--- src/rtl/vga_frame_master_pkg.sv ---
// vga_pkg: shared FSM states, CSR offsets and pixel-word field layout for the frame master
package vga_pkg;
  typedef enum logic [2:0] {IDLE, RD_REQ, RD_WAIT, WR_PIX, DONE} state_t;
  localparam logic [3:0] CSR_CTRL = 4'd0;
  localparam logic [3:0] CSR_SRC = 4'd1;
  localparam logic [3:0] CSR_DST = 4'd2;
  localparam int Y_LSB = 24;
  localparam int Y_W = 7;
  localparam int X_LSB = 16;
  localparam int X_W = 8;
  localparam int PIX_LSB = 0;
  localparam int PIX_W = 8;
  localparam int LANE_W = 2;
  function automatic logic [31:0] pack_pixel(input logic [Y_W-1:0] y, input logic [X_W-1:0] x, input logic [PIX_W-1:0] p);
    return (32'(y) << Y_LSB) | (32'(x) << X_LSB) | (32'(p) << PIX_LSB);
  endfunction
endpackage

--- src/rtl/vga_frame_master_if.sv ---
// vga_frame_master_if: CSR slave port and Avalon-MM master port of the frame master
interface vga_frame_master_if;
  logic [3:0] slave_address;
  logic slave_read;
  logic [31:0] slave_readdata;
  logic slave_write;
  logic [31:0] slave_writedata;
  logic slave_waitrequest;
  logic [31:0] master_address;
  logic master_read;
  logic [31:0] master_readdata;
  logic master_readdatavalid;
  logic master_write;
  logic [31:0] master_writedata;
  logic master_waitrequest;
  modport master (
    input slave_address, slave_read, slave_write, slave_writedata,
    input master_readdata, master_readdatavalid, master_waitrequest,
    output slave_readdata, slave_waitrequest,
    output master_address, master_read, master_write, master_writedata
  );
  modport slave (
    output slave_address, slave_read, slave_write, slave_writedata,
    output master_readdata, master_readdatavalid, master_waitrequest,
    input slave_readdata, slave_waitrequest,
    input master_address, master_read, master_write, master_writedata
  );
endinterface

--- src/rtl/vga_frame_master_pixel_scan.sv ---
// pixel_scan: row-major x/y position plus byte-lane counter for the pixel currently being written
module pixel_scan
  import vga_pkg::*;
#(
  parameter int WIDTH = 160,
  parameter int HEIGHT = 120
) (
  input  logic clk,
  input  logic reset_n,
  input  logic clr,
  input  logic adv,
  output logic [X_W-1:0] x,
  output logic [Y_W-1:0] y,
  output logic [LANE_W-1:0] lane,
  output logic last
);
  logic x_end;
  assign x_end = x == X_W'(WIDTH - 1);
  assign last = x_end && y == Y_W'(HEIGHT - 1);
  // step one pixel per accepted write, wrapping x at the row end
  always_ff @(posedge clk)
    if (!reset_n || clr) begin
      x <= '0;
      y <= '0;
      lane <= '0;
    end else if (adv) begin
      lane <= lane + 1'b1;
      x <= x_end ? '0 : x + 1'b1;
      y <= x_end ? y + 1'b1 : y;
    end
endmodule

--- src/rtl/vga_frame_master.sv ---
// vga_frame_master: reads a packed 8-bit frame word by word and writes each pixel to a VGA slave
module vga_frame_master
  import vga_pkg::*;
#(
  parameter int WIDTH = 160,
  parameter int HEIGHT = 120
) (
  input logic clk,
  input logic reset_n,
  vga_frame_master_if.master bus
);
  state_t state, state_nx;
  logic [31:0] csr_src, csr_dst, ptr, cap, addr, wdata;
  logic [X_W-1:0] x;
  logic [Y_W-1:0] y;
  logic [LANE_W-1:0] lane;
  logic last, start, clr, accept, rd, wr;
  assign start = bus.slave_write && bus.slave_address == CSR_CTRL;
  assign clr = state == IDLE && start;
  assign accept = state == WR_PIX && !bus.master_waitrequest;
  pixel_scan #(.WIDTH(WIDTH), .HEIGHT(HEIGHT)) u_scan (
    .clk(clk), .reset_n(reset_n), .clr(clr), .adv(accept),
    .x(x), .y(y), .lane(lane), .last(last)
  );
  // state register
  always_ff @(posedge clk)
    state <= !reset_n ? IDLE : state_nx;
  // CSRs only change while idle; the pointer walks the source frame a word at a time
  always_ff @(posedge clk)
    if (!reset_n) begin
      csr_src <= '0;
      csr_dst <= '0;
      ptr <= '0;
      cap <= '0;
    end else begin
      if (state == IDLE && bus.slave_write && bus.slave_address == CSR_SRC) csr_src <= bus.slave_writedata;
      if (state == IDLE && bus.slave_write && bus.slave_address == CSR_DST) csr_dst <= bus.slave_writedata;
      if (clr) ptr <= csr_src;
      else if (accept && lane == 2'd3) ptr <= ptr + 32'd4;
      if (state == RD_WAIT && bus.master_readdatavalid) cap <= bus.master_readdata;
    end
  // next state and raw bus request; requests stay asserted while the interconnect stalls
  always_comb begin
    state_nx = state;
    rd = 1'b0;
    wr = 1'b0;
    addr = '0;
    wdata = '0;
    unique case (state)
      IDLE: state_nx = start ? RD_REQ : IDLE;
      RD_REQ: begin
        rd = 1'b1;
        addr = ptr;
        state_nx = bus.master_waitrequest ? RD_REQ : RD_WAIT;
      end
      RD_WAIT: state_nx = bus.master_readdatavalid ? WR_PIX : RD_WAIT;
      WR_PIX: begin
        wr = 1'b1;
        addr = csr_dst;
        wdata = pack_pixel(y, x, cap[{lane, 3'b000} +: 8]);
        state_nx = !accept ? WR_PIX : last ? DONE : lane == 2'd3 ? RD_REQ : WR_PIX;
      end
      DONE: state_nx = IDLE;
      default: state_nx = IDLE;
    endcase
  end
  assign bus.master_read = reset_n && rd;
  assign bus.master_write = reset_n && wr;
  assign bus.master_address = reset_n ? addr : '0;
  assign bus.master_writedata = reset_n ? wdata : '0;
  assign bus.slave_waitrequest = reset_n && start && state != DONE;
  assign bus.slave_readdata = reset_n && bus.slave_read ?
    (bus.slave_address == CSR_CTRL ? {31'b0, state != IDLE} :
     bus.slave_address == CSR_SRC ? csr_src :
     bus.slave_address == CSR_DST ? csr_dst : '0) : '0;
endmodule

--- src/flat_wrapper.sv ---
// flat-port wrapper written by rule: the top's interface ports become plain ports
module vga_frame_master_flat import vga_pkg::*;
#(
  parameter int WIDTH = 160,
  parameter int HEIGHT = 120
)
  (clk, reset_n, bus_slave_address, bus_slave_read, bus_slave_write, bus_slave_writedata, bus_master_readdata, bus_master_readdatavalid, bus_master_waitrequest, bus_slave_readdata, bus_slave_waitrequest, bus_master_address, bus_master_read, bus_master_write, bus_master_writedata);
  vga_frame_master_if bus_i ();
  input logic clk;
  input logic reset_n;
  input wire logic [$bits(bus_i.slave_address)-1:0] bus_slave_address;
  input wire logic [$bits(bus_i.slave_read)-1:0] bus_slave_read;
  input wire logic [$bits(bus_i.slave_write)-1:0] bus_slave_write;
  input wire logic [$bits(bus_i.slave_writedata)-1:0] bus_slave_writedata;
  input wire logic [$bits(bus_i.master_readdata)-1:0] bus_master_readdata;
  input wire logic [$bits(bus_i.master_readdatavalid)-1:0] bus_master_readdatavalid;
  input wire logic [$bits(bus_i.master_waitrequest)-1:0] bus_master_waitrequest;
  output wire logic [$bits(bus_i.slave_readdata)-1:0] bus_slave_readdata;
  output wire logic [$bits(bus_i.slave_waitrequest)-1:0] bus_slave_waitrequest;
  output wire logic [$bits(bus_i.master_address)-1:0] bus_master_address;
  output wire logic [$bits(bus_i.master_read)-1:0] bus_master_read;
  output wire logic [$bits(bus_i.master_write)-1:0] bus_master_write;
  output wire logic [$bits(bus_i.master_writedata)-1:0] bus_master_writedata;
  assign bus_i.slave_address = bus_slave_address;
  assign bus_i.slave_read = bus_slave_read;
  assign bus_i.slave_write = bus_slave_write;
  assign bus_i.slave_writedata = bus_slave_writedata;
  assign bus_i.master_readdata = bus_master_readdata;
  assign bus_i.master_readdatavalid = bus_master_readdatavalid;
  assign bus_i.master_waitrequest = bus_master_waitrequest;
  assign bus_slave_readdata = bus_i.slave_readdata;
  assign bus_slave_waitrequest = bus_i.slave_waitrequest;
  assign bus_master_address = bus_i.master_address;
  assign bus_master_read = bus_i.master_read;
  assign bus_master_write = bus_i.master_write;
  assign bus_master_writedata = bus_i.master_writedata;
  vga_frame_master #(.WIDTH(WIDTH), .HEIGHT(HEIGHT)) u_core (.clk(clk), .reset_n(reset_n), .bus(bus_i));
endmodule
--- config.mk ---
export PLATFORM = sky130hd
export DESIGN_NAME = vga_frame_master_flat
export DESIGN_NICKNAME = d
export VERILOG_FILES = /design/src/rtl/vga_frame_master_pkg.sv /design/src/rtl/vga_frame_master_if.sv /design/src/rtl/vga_frame_master_pixel_scan.sv /design/src/rtl/vga_frame_master.sv /design/src/flat_wrapper.sv
export SDC_FILE = /design/constraint.sdc
export NUM_CORES = 1
export LEC_CHECK = 0
export ABC_AREA = 0
export BUFFER_PORTS_ARGS = -buffer_cell sky130_fd_sc_hd__buf_4
export CORE_MARGIN = 1.5
export CORE_UTILIZATION = 40
export DETAILED_ROUTE_END_ITERATION = 7
export SLEW_MARGIN = 20
export SYNTH_ARGS = -nofsm -noshare
export SYNTH_HDL_FRONTEND = slang
export SYNTH_SLANG_ARGS = --single-unit
--- constraint.sdc ---
create_clock -name clk -period 1.71 [get_ports clk]
set_input_delay 0.171 -clock clk [delete_from_list [all_inputs] [get_ports clk]]
set_output_delay 0.171 -clock clk [all_outputs]
set_load 0.02 [all_outputs]
==> out/summary.log, run 1 <==
qor: final_layout.multi_input_area 4040 µm²
qor: clocking.htree_num_levels 4
qor: final_layout.fin_area 10,800 µm²
qor: setup_path.r2r_start u_core.state[1]
qor: floorplan.design.core.area 17,500 µm²
qor: timing.slew_violations 0
qor: synth.netlist.top_cell.by_area sky130_fd_sc_hd__dfxtp_1
qor: clocking.clk_path_buf_depth 2
qor: final_layout.num-nets-final 1,245
qor: grt.groute.usage.overall 0.244
qor: timing.rsz0062_at_grt true
qor: timing.finClkSkew 6.02 ps
qor: final_layout.share_of_post_route_cells_with_drive_strength_above_1 0.300
qor: detailed_routing.dr.pass1.iters 5
qor: clocking.clkLatencyLatePin 420 ps
qor: floorplan.chipHeight 137 µm
qor: timing.max_freq 0.524 GHz
qor: worst_hold_path.min_path_cells 3
qor: status.violations negative setup slack
qor: timing.holdWs 10.1 ps
qor: detailed_routing.drtAntennaViolNets 0
qor: timing.final.min_clock_period 1910 ps
qor: job.timing.max_cap.violations 0
qor: grt.overflow 0
qor: timing.slew-limit-headroom 0.562
qor: grt.antenna_found_initial 0
qor: final_layout.seq_area 2980 µm²
qor: floorplan.design.portCount 173
qor: synth.netlist.area_leader.share 0.410
qor: placed_design.dp_area 9180 µm²
qor: synth.ys_dominant_reg_cell sky130_fd_sc_hd__dfxtp_1
qor: floorplan.die-width 137 µm
qor: floorplan.design.die.area 18,900 µm²
qor: placed_design.place_hpwl 15,400 µm
qor: pwr.power-per-cell-area 732 nW/µm²
qor: setup_path.startpoint_of_the_most_critical_setup_path u_core.state[2]
qor: setup_path.setup.worst_path.start_class register
qor: floorplan.floorplan.initialDensity 0.414
qor: detailed_routing.drt-initial-drc-count 677
qor: detailed_routing.routed-via-count 7,502
qor: timing.hold_violations 0
qor: grt.grt_pass1_wl 36,300 µm
qor: detailed_routing.wl_per_cell 16.7 µm
qor: detailed_routing.route.detailed.drc 0
qor: timing.setup_ws -198 ps
qor: placed_design.weighted_congestion_at_the_end_of_routability_driven_global_placement 0.877
qor: setup_path.reg2reg_depth 6
qor: detailed_routing.wirelength 23,500 µm
qor: synth.ys_seq_elements 148
qor: final_layout.highest_count_cells_in_the_layout_ignoring_fill_and_taps sky130_fd_sc_hd__nand2_1, sky130_fd_sc_hd__buf_4, sky130_fd_sc_hd__dfxtp_1
qor: placed_design.place.port_buffers 163
qor: clocking.clk_root_buffer_cell sky130_fd_sc_hd__clkbuf_16
qor: setup_path.critical_path_peak_fanout 6
qor: timing.fin_crit_sh 1.12
qor: synth.synth-edff-count 0
qor: detailed_routing.detail_route.vias_per_cell 5.34
qor: setup_path.critical_path.endpoint_type output pin
qor: clocking.cts_sinks 148
qor: status.run_status finished, violations left
qor: synth.avgSynthCellArea 7.90 µm²
qor: final_layout.n_fill_cell 1,569
qor: synth.synth.yosys.warnings 0
qor: worst_hold_path.end_of_the_worst_hold_path u_core.cap[14]
qor: synth.post_synth_instance_area 7230 µm²
qor: setup_path.r2r_slack 0 ps
qor: synth.ys_top_cells_by_area sky130_fd_sc_hd__dfxtp_1, sky130_fd_sc_hd__nand2_1, sky130_fd_sc_hd__a21oi_1
qor: setup_path.crit_type reg -> out
qor: synth.syn_inst 915
qor: timing.timing_worst_slew_pin_value 657 ps
qor: setup_path.worstReg2RegEnd u_core.u_scan.x[7]
qor: floorplan.num_rows 48
qor: final_layout.n_antenna_cell 0
qor: setup_path.worst-endpoint-required 1540 ps
qor: grt.grt_start_max_net_pins 60
qor: timing.timing.final.setup_violations 59
qor: final_layout.mostFrequentLayoutCell sky130_fd_sc_hd__nand2_1
qor: worst_hold_path.timing.hold.worst.class in -> reg
qor: synth.seq_total_area_yosys 0.410
qor: setup_path.worst_ep_arrival_time 1740 ps
qor: pwr.cellLeakagePower 0.00415 µW
qor: final_layout.syn2layout_area_growth 49.2%
qor: pwr.worst_vdd_drop 0.000712 V
qor: worst_hold_path.hold_path.startpoint bus_master_readdata[14]
qor: clocking.tritoncts built
qor: grt.first_global_vias 7,153
qor: synth.async_flop_share 0
qor: clocking.cts-buffers-inserted 17
qor: synth.ys_types 55
qor: clocking.cts.clk_slew.worst_paths 60 ps
-- final cells by class --
cell class	instances	area share
multi-input cells	688	0.375
flip-flops and latches	148	0.276
repair buffers	303	0.263
clock buffers	23	0.0452
well taps	225	0.0261
clock inverters	8	0.0115
inverters	9	0.00325
-- kinds of logic after synthesis --
family / count (synthesis) / share of synthesized area
compound gates: 241 / 0.210
xor+xnor: 31 / 0.0376
fa+ha+maj: 4 / 0.00692
buf+inv: 87 / 0.0561
flops: 148 / 0.410
mux: 9 / 0.0263
other cells: 1 / 0.000519
simple gates: 394 / 0.253
-- flip-flops by register name (all words and copies together) (netlist names) --
name	flops
u_core.cap	32
u_core.csr_dst	32
u_core.csr_src	32
u_core.ptr	32
u_core.u_scan.x	8
u_core.u_scan.y	7
u_core.state	3
u_core.u_scan.lane	2
-- metrics by stage --
step	util	TNS [ps]	worst slack (ps)	total power, µW	instances
floorplan	-	0	16.0	3750	923
global placement	0.525	0	19.7	3990	1320
detailed placement	0.525	-1.04	-1.04	3990	1320
CTS	0.606	-9030	-209	7920	1394
global route	0.617	-13150	-257	8130	1404
finish	0.617	-8290	-198	7900	1404
-- synth_stat cells, drive strengths merged, types with 2 or more instances --
library cell and instances:
nand2b 2, and3 5, nand4 20, o21ai 13, xnor2 8, ha 4
a31oi 3, a211oi 2, xor2 23, o22ai 13, nor4 4, nor4b 3
a22o 32, a221oi 2, a22oi 49, mux4 8, clkbuf 37, dfxtp 148
buf 41, inv 9, nand3 11, and2 27, and4 4, a21oi 118
nor3 8, nor2 68, a32oi 3, nand2 227, or3 8
-- power breakdown --
part	internal (µW)	switching, µW
combinational	249	261
sequential	3470	22.9
clock	2440	1450
total	6160	1730
-- per-layer routing --
| layer | wire length [µm] | track usage | share of wire |
|---|---|---|---|
| met5 | 0 | 0 | 0 |
| met4 | 374 | 0.0725 | 0.016 |
| met3 | 1420 | 0.0456 | 0.061 |
| met2 | 10900 | 0.393 | 0.46 |
| met1 | 10800 | 0.331 | 0.46 |
-- critical path: stages (launching register included) --
cell	delay [ps]
sky130_fd_sc_hd__dfxtp_2	330
sky130_fd_sc_hd__buf_6	130
sky130_fd_sc_hd__nand2b_4	150
sky130_fd_sc_hd__nor2_4	150
sky130_fd_sc_hd__buf_6	140
sky130_fd_sc_hd__clkbuf_16	150
sky130_fd_sc_hd__a22o_1	150
sky130_fd_sc_hd__buf_6	120
-- timing repair --
action,CTS,global route
gates resized for setup,98,37
pin swaps,17,33
setup endpoints to repair,61,125
hold buffers,32,3
hold endpoints to repair,34,3
setup buffers,8,7
cloned,3,3
-- how the worst max path moves through the flow --
stage | cells after the start | endpoint | slack [ps]
after floorplan | 6 | u_core.ptr[26] | 20
after global placement | 6 | u_core.ptr[28] | 20
after detailed placement | 5 | u_core.u_scan.x[7] | -1
after CTS | 7 | bus_master_address[14] | -210
after global routing | 7 | bus_master_address[28] | -260
final | 7 | bus_master_address[21] | -200
(Power assumes the default switching activity.)
==> run 2: changes to the inputs <==
Settings changed: CORE_MARGIN 1.5 to 5, GPL_TIMING_DRIVEN from default to 0.
==> out/summary.log, run 2 (same netlist as run 1, synthesis figures left out) <==
qor: detailed_routing.route.detailed.drc 0 [unchanged]
qor: setup_path.reg2reg_depth 7 [+1]
qor: floorplan.num_rows 49 [+2.1%]
qor: timing.fin_crit_sh 1.14 [+0.0202]
qor: setup_path.crit_path_frequent_cell sky130_fd_sc_hd__buf_6
qor: setup_path.critical_path_buf_inv_count 3 [-1]
qor: final_layout.n_antenna_cell 0 [unchanged]
qor: floorplan.design.core.area 17,900 µm² [+2.4%]
qor: worst_hold_path.hold_path.startpoint bus_slave_writedata[30]
qor: setup_path.r2r_slack -190 ps [-190 ps]
qor: detailed_routing.routed-via-count 8,090 [+7.8%]
qor: floorplan.die-width 144 µm [+5.1%]
qor: final_layout.finish.utilization 0.670 [+0.0532]
qor: final_layout.highest_count_cells_in_the_layout_ignoring_fill_and_taps sky130_fd_sc_hd__nand2_1, sky130_fd_sc_hd__buf_4, sky130_fd_sc_hd__dfxtp_1
qor: worst_hold_path.timing.hold.worst.class in -> reg
qor: detailed_routing.detail_route.vias_per_cell 5.62 [+5.2%]
qor: setup_path.worst_ep_arrival_time 1770 ps [+30 ps]
qor: setup_path.crit_path_cells nand2_2 -> nor3_4 -> buf_6 -> buf_8 -> a22o_1 -> buf_6
qor: timing.timing_worst_slew_pin_value 915 ps [+258 ps]
qor: clocking.htree_num_levels 4 [unchanged]
qor: status.violations negative hold slack, negative setup slack
qor: timing.setup_ws -233 ps [-34.6 ps]
qor: placed_design.dp_area 8790 µm² [-4.2%]
qor: final_layout.syn2layout_area_growth 66.0%
qor: final_layout.share_of_post_route_cells_with_drive_strength_above_1 0.460 [+0.159]
qor: clocking.clkLatencyLatePin 430 ps [about the same]
qor: timing.final.min_clock_period 1940 ps [+34.6 ps]
qor: pwr.power-per-cell-area 627 nW/µm² [-14%]
qor: setup_path.worst-endpoint-required 1540 ps [about the same]
qor: clocking.cts-buffers-inserted 17 [unchanged]
qor: timing.slew_violations 0 [unchanged]
qor: timing.max_freq 0.515 GHz [-1.8%]
qor: timing.holdWs -4.09 ps [-14.2 ps]
qor: final_layout.num-nets-final 1,277 [+2.6%]
qor: job.timing.max_cap.violations 0 [unchanged]
qor: final_layout.n_fill_cell 1,453 [-7.4%]
qor: grt.first_global_vias 7,431 [+3.9%]
qor: detailed_routing.wirelength 28,600 µm [+22%]
qor: clocking.clk_path_buf_depth 2 [unchanged]
qor: clocking.tritoncts built
qor: clocking.clk_root_buffer_cell sky130_fd_sc_hd__clkbuf_16
qor: worst_hold_path.min_path_cells 3 [unchanged]
qor: pwr.worst_vdd_drop 0.000746 V [+4.7%]
qor: timing.finClkSkew 7.33 ps [+1.31 ps]
qor: placed_design.place_hpwl 17,600 µm [+14%]
qor: pwr.cellLeakagePower 0.00480 µW [+16%]
qor: setup_path.crit_type reg -> out
qor: setup_path.max_stage_delay 390 ps [+60 ps]
qor: setup_path.slowest_cell_on_crit_path sky130_fd_sc_hd__dfxtp_4
qor: worst_hold_path.end_of_the_worst_hold_path u_core.csr_dst[30]
qor: floorplan.chipHeight 144 µm [+5.1%]
qor: final_layout.fin_area 12,000 µm² [+11%]
qor: floorplan.design.portCount 173 [unchanged]
qor: timing.timing.final.setup_violations 146 [+150%]
qor: placed_design.place.port_buffers 163 [unchanged]
qor: setup_path.critical_path_peak_fanout 6 [unchanged]
qor: floorplan.design.die.area 20,900 µm² [+10%]
qor: final_layout.mostFrequentLayoutCell sky130_fd_sc_hd__nand2_1
qor: setup_path.setup.worst_path.start_class register
qor: setup_path.critPathTopFamily buffers and inverters
qor: detailed_routing.drt-initial-drc-count 650 [-4.0%]
qor: clocking.cts_sinks 148 [unchanged]
qor: status.run_status finished, violations left
qor: placed_design.weighted_congestion_at_the_end_of_routability_driven_global_placement 0.823 [-6.1%]
qor: timing.slew-limit-headroom 0.390 [-0.172]
qor: clocking.cts.clk_slew.worst_paths 60 ps [about the same]
qor: setup_path.worstReg2RegEnd u_core.ptr[6]
qor: grt.overflow 0 [unchanged]
qor: detailed_routing.dr.pass1.iters 5 [unchanged]
qor: timing.hold_violations 4 [+4]
qor: grt.antenna_found_initial 0 [unchanged]
qor: grt.grt_pass1_wl 40,000 µm [+10%]
qor: grt.groute.usage.overall 0.248 [+0.00404]
qor: floorplan.floorplan.initialDensity 0.404 [-0.00983]
qor: setup_path.critical_path.endpoint_type output pin
qor: setup_path.r2r_start u_core.state[0]
qor: grt.grt_start_max_net_pins 17 [-72%]
qor: detailed_routing.drtAntennaViolNets 0 [unchanged]
qor: timing.rsz0062_at_grt true
qor: detailed_routing.wl_per_cell 19.9 µm [+19%]
==> run 2: cell types whose count changed in the layout (fill, tap and decap cells not counted), moves of 8 or more <==
cell	delta
sky130_fd_sc_hd__dfxtp_1	-16
sky130_fd_sc_hd__nand2_1	-64
sky130_fd_sc_hd__nand2_4	+40
sky130_fd_sc_hd__a21oi_2	+62
sky130_fd_sc_hd__buf_4	-33
sky130_fd_sc_hd__o21ai_0	-8
sky130_fd_sc_hd__buf_8	+9
sky130_fd_sc_hd__nand2_2	+20
sky130_fd_sc_hd__a21oi_1	-62
sky130_fd_sc_hd__a22oi_1	-16
sky130_fd_sc_hd__dfxtp_2	+12
sky130_fd_sc_hd__clkbuf_1	+18
sky130_fd_sc_hd__buf_6	+18
sky130_fd_sc_hd__a22oi_2	+16
==> run 2: metal layers <==
layer  vias to the layer above  wire (µm)  track usage
met4                         0        807       0.0908
met1                      3891      12200        0.337
met3                        59       2150       0.0463
met5                         -          0            0
met2                       378      13400        0.394
li1                       3762          -            -
==> run 2: power breakdown <==
group / leakage (µW) / internal [µW] / switching (µW)
logic: 0.00334 / 313 / 373
clock network: 0.000251 / 1910 / 1440
registers: 0.00121 / 3470 / 29.1
==> run 2: worst max-delay path by stage <==
stage                     slack, ps                   from  depth (start not counted)                 endpoint
after CTS                      -200  u_core.u_scan.lane[0]                          4  bus_master_writedata[1]
after detailed placement       -470        u_core.state[2]                          6           u_core.ptr[26]
after floorplan                  20          u_core.ptr[2]                          6           u_core.ptr[26]
after global placement         -410        u_core.state[2]                          6           u_core.ptr[26]
final                          -230        u_core.state[0]                          6    bus_master_address[0]
after global routing           -300        u_core.state[2]                          8            u_core.ptr[6]
==> run 2: area by class of cell <==
class                      instances  area (µm²)  share of cell area
buffer                            75         703              0.0586
clock buffer                      25         475              0.0396
sequential                       148        3010               0.251
clock inverter                     5        28.8             0.00240
timing repair buffer             260        2530               0.210
multi-input combinational        688        4940               0.412
inverter                           9        33.8             0.00281
tap                              229         287              0.0239
==> run 2: worst register-to-register path: stages (launching register included) <==
cell and delay [ps]:
sky130_fd_sc_hd__dfxtp_4 370, sky130_fd_sc_hd__buf_4 160, sky130_fd_sc_hd__nor4b_4 360, sky130_fd_sc_hd__buf_6 150
sky130_fd_sc_hd__a22oi_2 180, sky130_fd_sc_hd__a21o_1 250, sky130_fd_sc_hd__a222oi_1 230, sky130_fd_sc_hd__nor2_1 80
==> run 2: metrics by stage <==
stage,std cells,total power (µW),TNS (ps),setup slack (ps),hold WS (ps)
after floorplan,923,3750,0,16.0,307
after global placement,1315,4000,-47290,-410,425
after detailed placement,1315,4000,-54230,-472,427
after CTS,1412,7380,-10570,-200,0.799
after global routing,1439,7730,-25760,-304,-2.65
final,1439,7530,-15970,-233,-4.09
==> run 2: repair_timing <==
action                     4_1_cts  5_1_grt
gates cloned                     7       10
resized for setup              226      289
hold buffers                    31        0
pin swaps                       39      110
setup buffers                   29       22
setup endpoints to repair      208      226
hold endpoints to repair        34        0
==> run 3: changes to the inputs <==
Clock period 1.71 ns to 1.6 ns, I/O delays scaled along.
==> out/summary.log, run 3 (same netlist as run 1, synthesis figures left out) <==
qor: placed_design.weighted_congestion_at_the_end_of_routability_driven_global_placement 0.801 [-2.7%]
qor: detailed_routing.routed-via-count 8,840 [+9.3%]
qor: floorplan.chipHeight 144 µm [unchanged]
qor: grt.most_used_layer_global_route met2
qor: timing.fin_crit_sh 1.30
qor: clocking.htree_num_levels 4 [unchanged]
qor: status.violations negative hold slack, negative setup slack
qor: setup_path.crit_type reg -> reg
qor: worst_hold_path.timing.hold.worst.class in -> reg
qor: grt.overflow 0 [unchanged]
qor: timing.final.min_clock_period 2080 ps
qor: detailed_routing.detail_route.vias_per_cell 5.85 [+4.0%]
qor: final_layout.highest_count_cells_in_the_layout_ignoring_fill_and_taps sky130_fd_sc_hd__buf_4, sky130_fd_sc_hd__nand2_1, sky130_fd_sc_hd__dfxtp_1
qor: floorplan.num_rows 49 [unchanged]
qor: floorplan.design.portCount 173 [unchanged]
qor: timing.slew-limit-headroom 0.324 [-0.0659]
qor: detailed_routing.wirelength 34,100 µm [+19%]
qor: setup_path.critical_path_peak_fanout 6 [unchanged]
qor: detailed_routing.route.detailed.drc 0 [unchanged]
qor: timing.max_freq 0.481 GHz
qor: timing.timing.final.setup_violations 176 [+21%]
qor: clocking.cts-buffers-inserted 17 [unchanged]
qor: detailed_routing.dr.pass1.iters 5 [unchanged]
qor: clocking.clkLatencyLatePin 440 ps [about the same]
qor: timing.hold_violations 2 [-2]
qor: setup_path.slowest_cell_on_crit_path sky130_fd_sc_hd__dfxtp_4
qor: detailed_routing.drt-initial-drc-count 839 [+29%]
qor: setup_path.crit_path_cells buf_4 -> nor4b_4 -> buf_4 -> buf_6 -> buf_6 -> and2_4 -> buf_6 -> buf_12 -> nand2_4 -> a21oi_2
qor: pwr.power-per-cell-area 673 nW/µm² [+7.2%]
qor: final_layout.share_of_post_route_cells_with_drive_strength_above_1 0.515 [+0.0557]
qor: job.timing.max_cap.violations 0 [unchanged]
qor: setup_path.worst_ep_arrival_time 2420 ps [+650 ps]
qor: timing.finClkSkew 11.5 ps [+4.15 ps]
qor: final_layout.n_antenna_cell 0 [unchanged]
qor: final_layout.mostFrequentLayoutCell sky130_fd_sc_hd__buf_4
qor: placed_design.place_hpwl 17,500 µm [-0.34%]
qor: grt.grt_start_max_net_pins 17 [unchanged]
qor: grt.met2_capacity_usage_during_global_routing 0.450 [+0.0558]
qor: final_layout.n_fill_cell 1,219 [-16%]
qor: setup_path.critical_path.endpoint_type register
qor: final_layout.finish.utilization 0.746 [+0.0753]
qor: detailed_routing.drtAntennaViolNets 0 [unchanged]
qor: setup_path.max_stage_delay 380 ps [about the same]
qor: grt.gr-usage-met3 0.0470 [+0.000661]
qor: pwr.cellLeakagePower 0.00540 µW [+12%]
qor: floorplan.design.core.area 17,900 µm² [unchanged]
qor: final_layout.finish.cell_count_without_fillers 1,512 [+5.1%]
qor: final_layout.num-nets-final 1,348 [+5.6%]
qor: setup_path.crit_path_frequent_cell sky130_fd_sc_hd__buf_6
qor: timing.timing_worst_slew_pin_value 1010 ps [+90.5 ps]
qor: floorplan.die-width 144 µm [unchanged]
qor: timing.rsz0062_at_grt true
qor: status.run_status finished, violations left
qor: placed_design.pre_cts_ws -576 ps [-104 ps]
qor: placed_design.dpl.cell_count 1,315 [unchanged]
qor: floorplan.design.die.area 20,900 µm² [unchanged]
qor: timing.holdWs -1.87 ps [+2.23 ps]
qor: clocking.clk_path_buf_depth 2 [unchanged]
qor: clocking.clk_root_buffer_cell sky130_fd_sc_hd__clkbuf_16
qor: clocking.tritoncts built
qor: detailed_routing.wl_per_cell 22.5 µm [+13%]
qor: grt.grt_pass1_wl 44,200 µm [+10%]
qor: clocking.cts_sinks 148 [unchanged]
qor: timing.slew_violations 0 [unchanged]
qor: floorplan.floorplan.initialDensity 0.404 [unchanged]
qor: grt.groute.usage.overall 0.274 [+0.0261]
qor: timing.setup_ws -479 ps [-246 ps]
qor: grt.first_global_vias 8,133 [+9.4%]
qor: pwr.worst_vdd_drop 0.000765 V [+2.6%]
qor: clocking.cts.clk_slew.worst_paths 70 ps [about the same]
qor: grt.global_route.usage.met1 0.361 [+0.0247]
qor: final_layout.syn2layout_area_growth 84.7%
qor: setup_path.setup.worst_path.start_class register
qor: setup_path.worst-endpoint-required 1940 ps [+400 ps]
qor: grt.antenna_found_initial 0 [unchanged]
qor: placed_design.place.port_buffers 163 [unchanged]
## run 3: cell count changes in the layout (fill, tap and decap cells not counted), moves of 11 or more
cell,before,now
sky130_fd_sc_hd__a21oi_1,56,41
sky130_fd_sc_hd__nand2_4,42,53
sky130_fd_sc_hd__nand2_1,160,147
sky130_fd_sc_hd__buf_6,89,100
sky130_fd_sc_hd__dlygate4sd3_1,31,56
sky130_fd_sc_hd__a21oi_2,62,76
sky130_fd_sc_hd__buf_8,13,24
sky130_fd_sc_hd__buf_4,147,161
## run 3: metrics by stage
| step | total power, µW | TNS, ps | area [µm²] |
|---|---|---|---|
| after floorplan | 4010 | -1030 | 7300 |
| after global placement | 4270 | -68600 | 8810 |
| after detailed placement | 4270 | -70340 | 8810 |
| after CTS | 8720 | -32060 | 11900 |
| after global routing | 9140 | -59040 | 13300 |
| final | 8980 | -54940 | 13300 |
## run 3: path summary, 6_finish.rpt
check / start / to / slack (ps) / cells after the start
max: u_core.state[1] / u_core.csr_dst[0] / -480 / 10
min: bus_master_readdata[30] / u_core.cap[30] / -2 / 3
max reg2reg: u_core.state[1] / u_core.csr_dst[0] / -480 / 10
min reg2reg: u_core.cap[25] / u_core.cap[25] / 460 / 2
## run 3: critical path: cells and delay by family (launching register included)
family	cells	cell delay (ps)
buffers and inverters	6	820
flip-flops	1	380
AO/OA/AOI/OAI	1	210
AND/OR/NAND/NOR	3	560
## run 3: final cells by class
| cell class | count | area [µm²] | share of cell area |
|---|---|---|---|
| tap | 229 | 287 | 0.0215 |
| sequential | 148 | 3020 | 0.226 |
| inverter | 9 | 33.8 | 0.00253 |
| buffer | 70 | 736 | 0.0551 |
| timing repair buffer | 336 | 3450 | 0.259 |
| multi-input combinational | 688 | 5200 | 0.389 |
| clock inverter | 12 | 180 | 0.0135 |
| clock buffer | 20 | 447 | 0.0335 |
## run 3: per-layer routing
metal / wire length (µm) / vias up
li1: - / 3903
met1: 13400 / 4274
met2: 16300 / 522
met3: 2700 / 141
met4: 1610 / 0
met5: 0 / -
## run 3: power breakdown
part           total [µW]  switching [µW]  internal [µW]
logic                 898             469            429
registers            3730            31.8           3700
clock network        4350            1690           2660
total                8980            2190           6780
## run 3: repair_timing
| item | in CTS | in global routing |
|---|---|---|
| setup buffers | 57 | 45 |
| gates resized for setup | 315 | 342 |
| gates cloned | 19 | 8 |
| pin swaps | 74 | 161 |
| hold endpoints to repair | 82 | 0 |
| endpoints found under the setup margin | 230 | 237 |
| hold buffers | 56 | 0 |
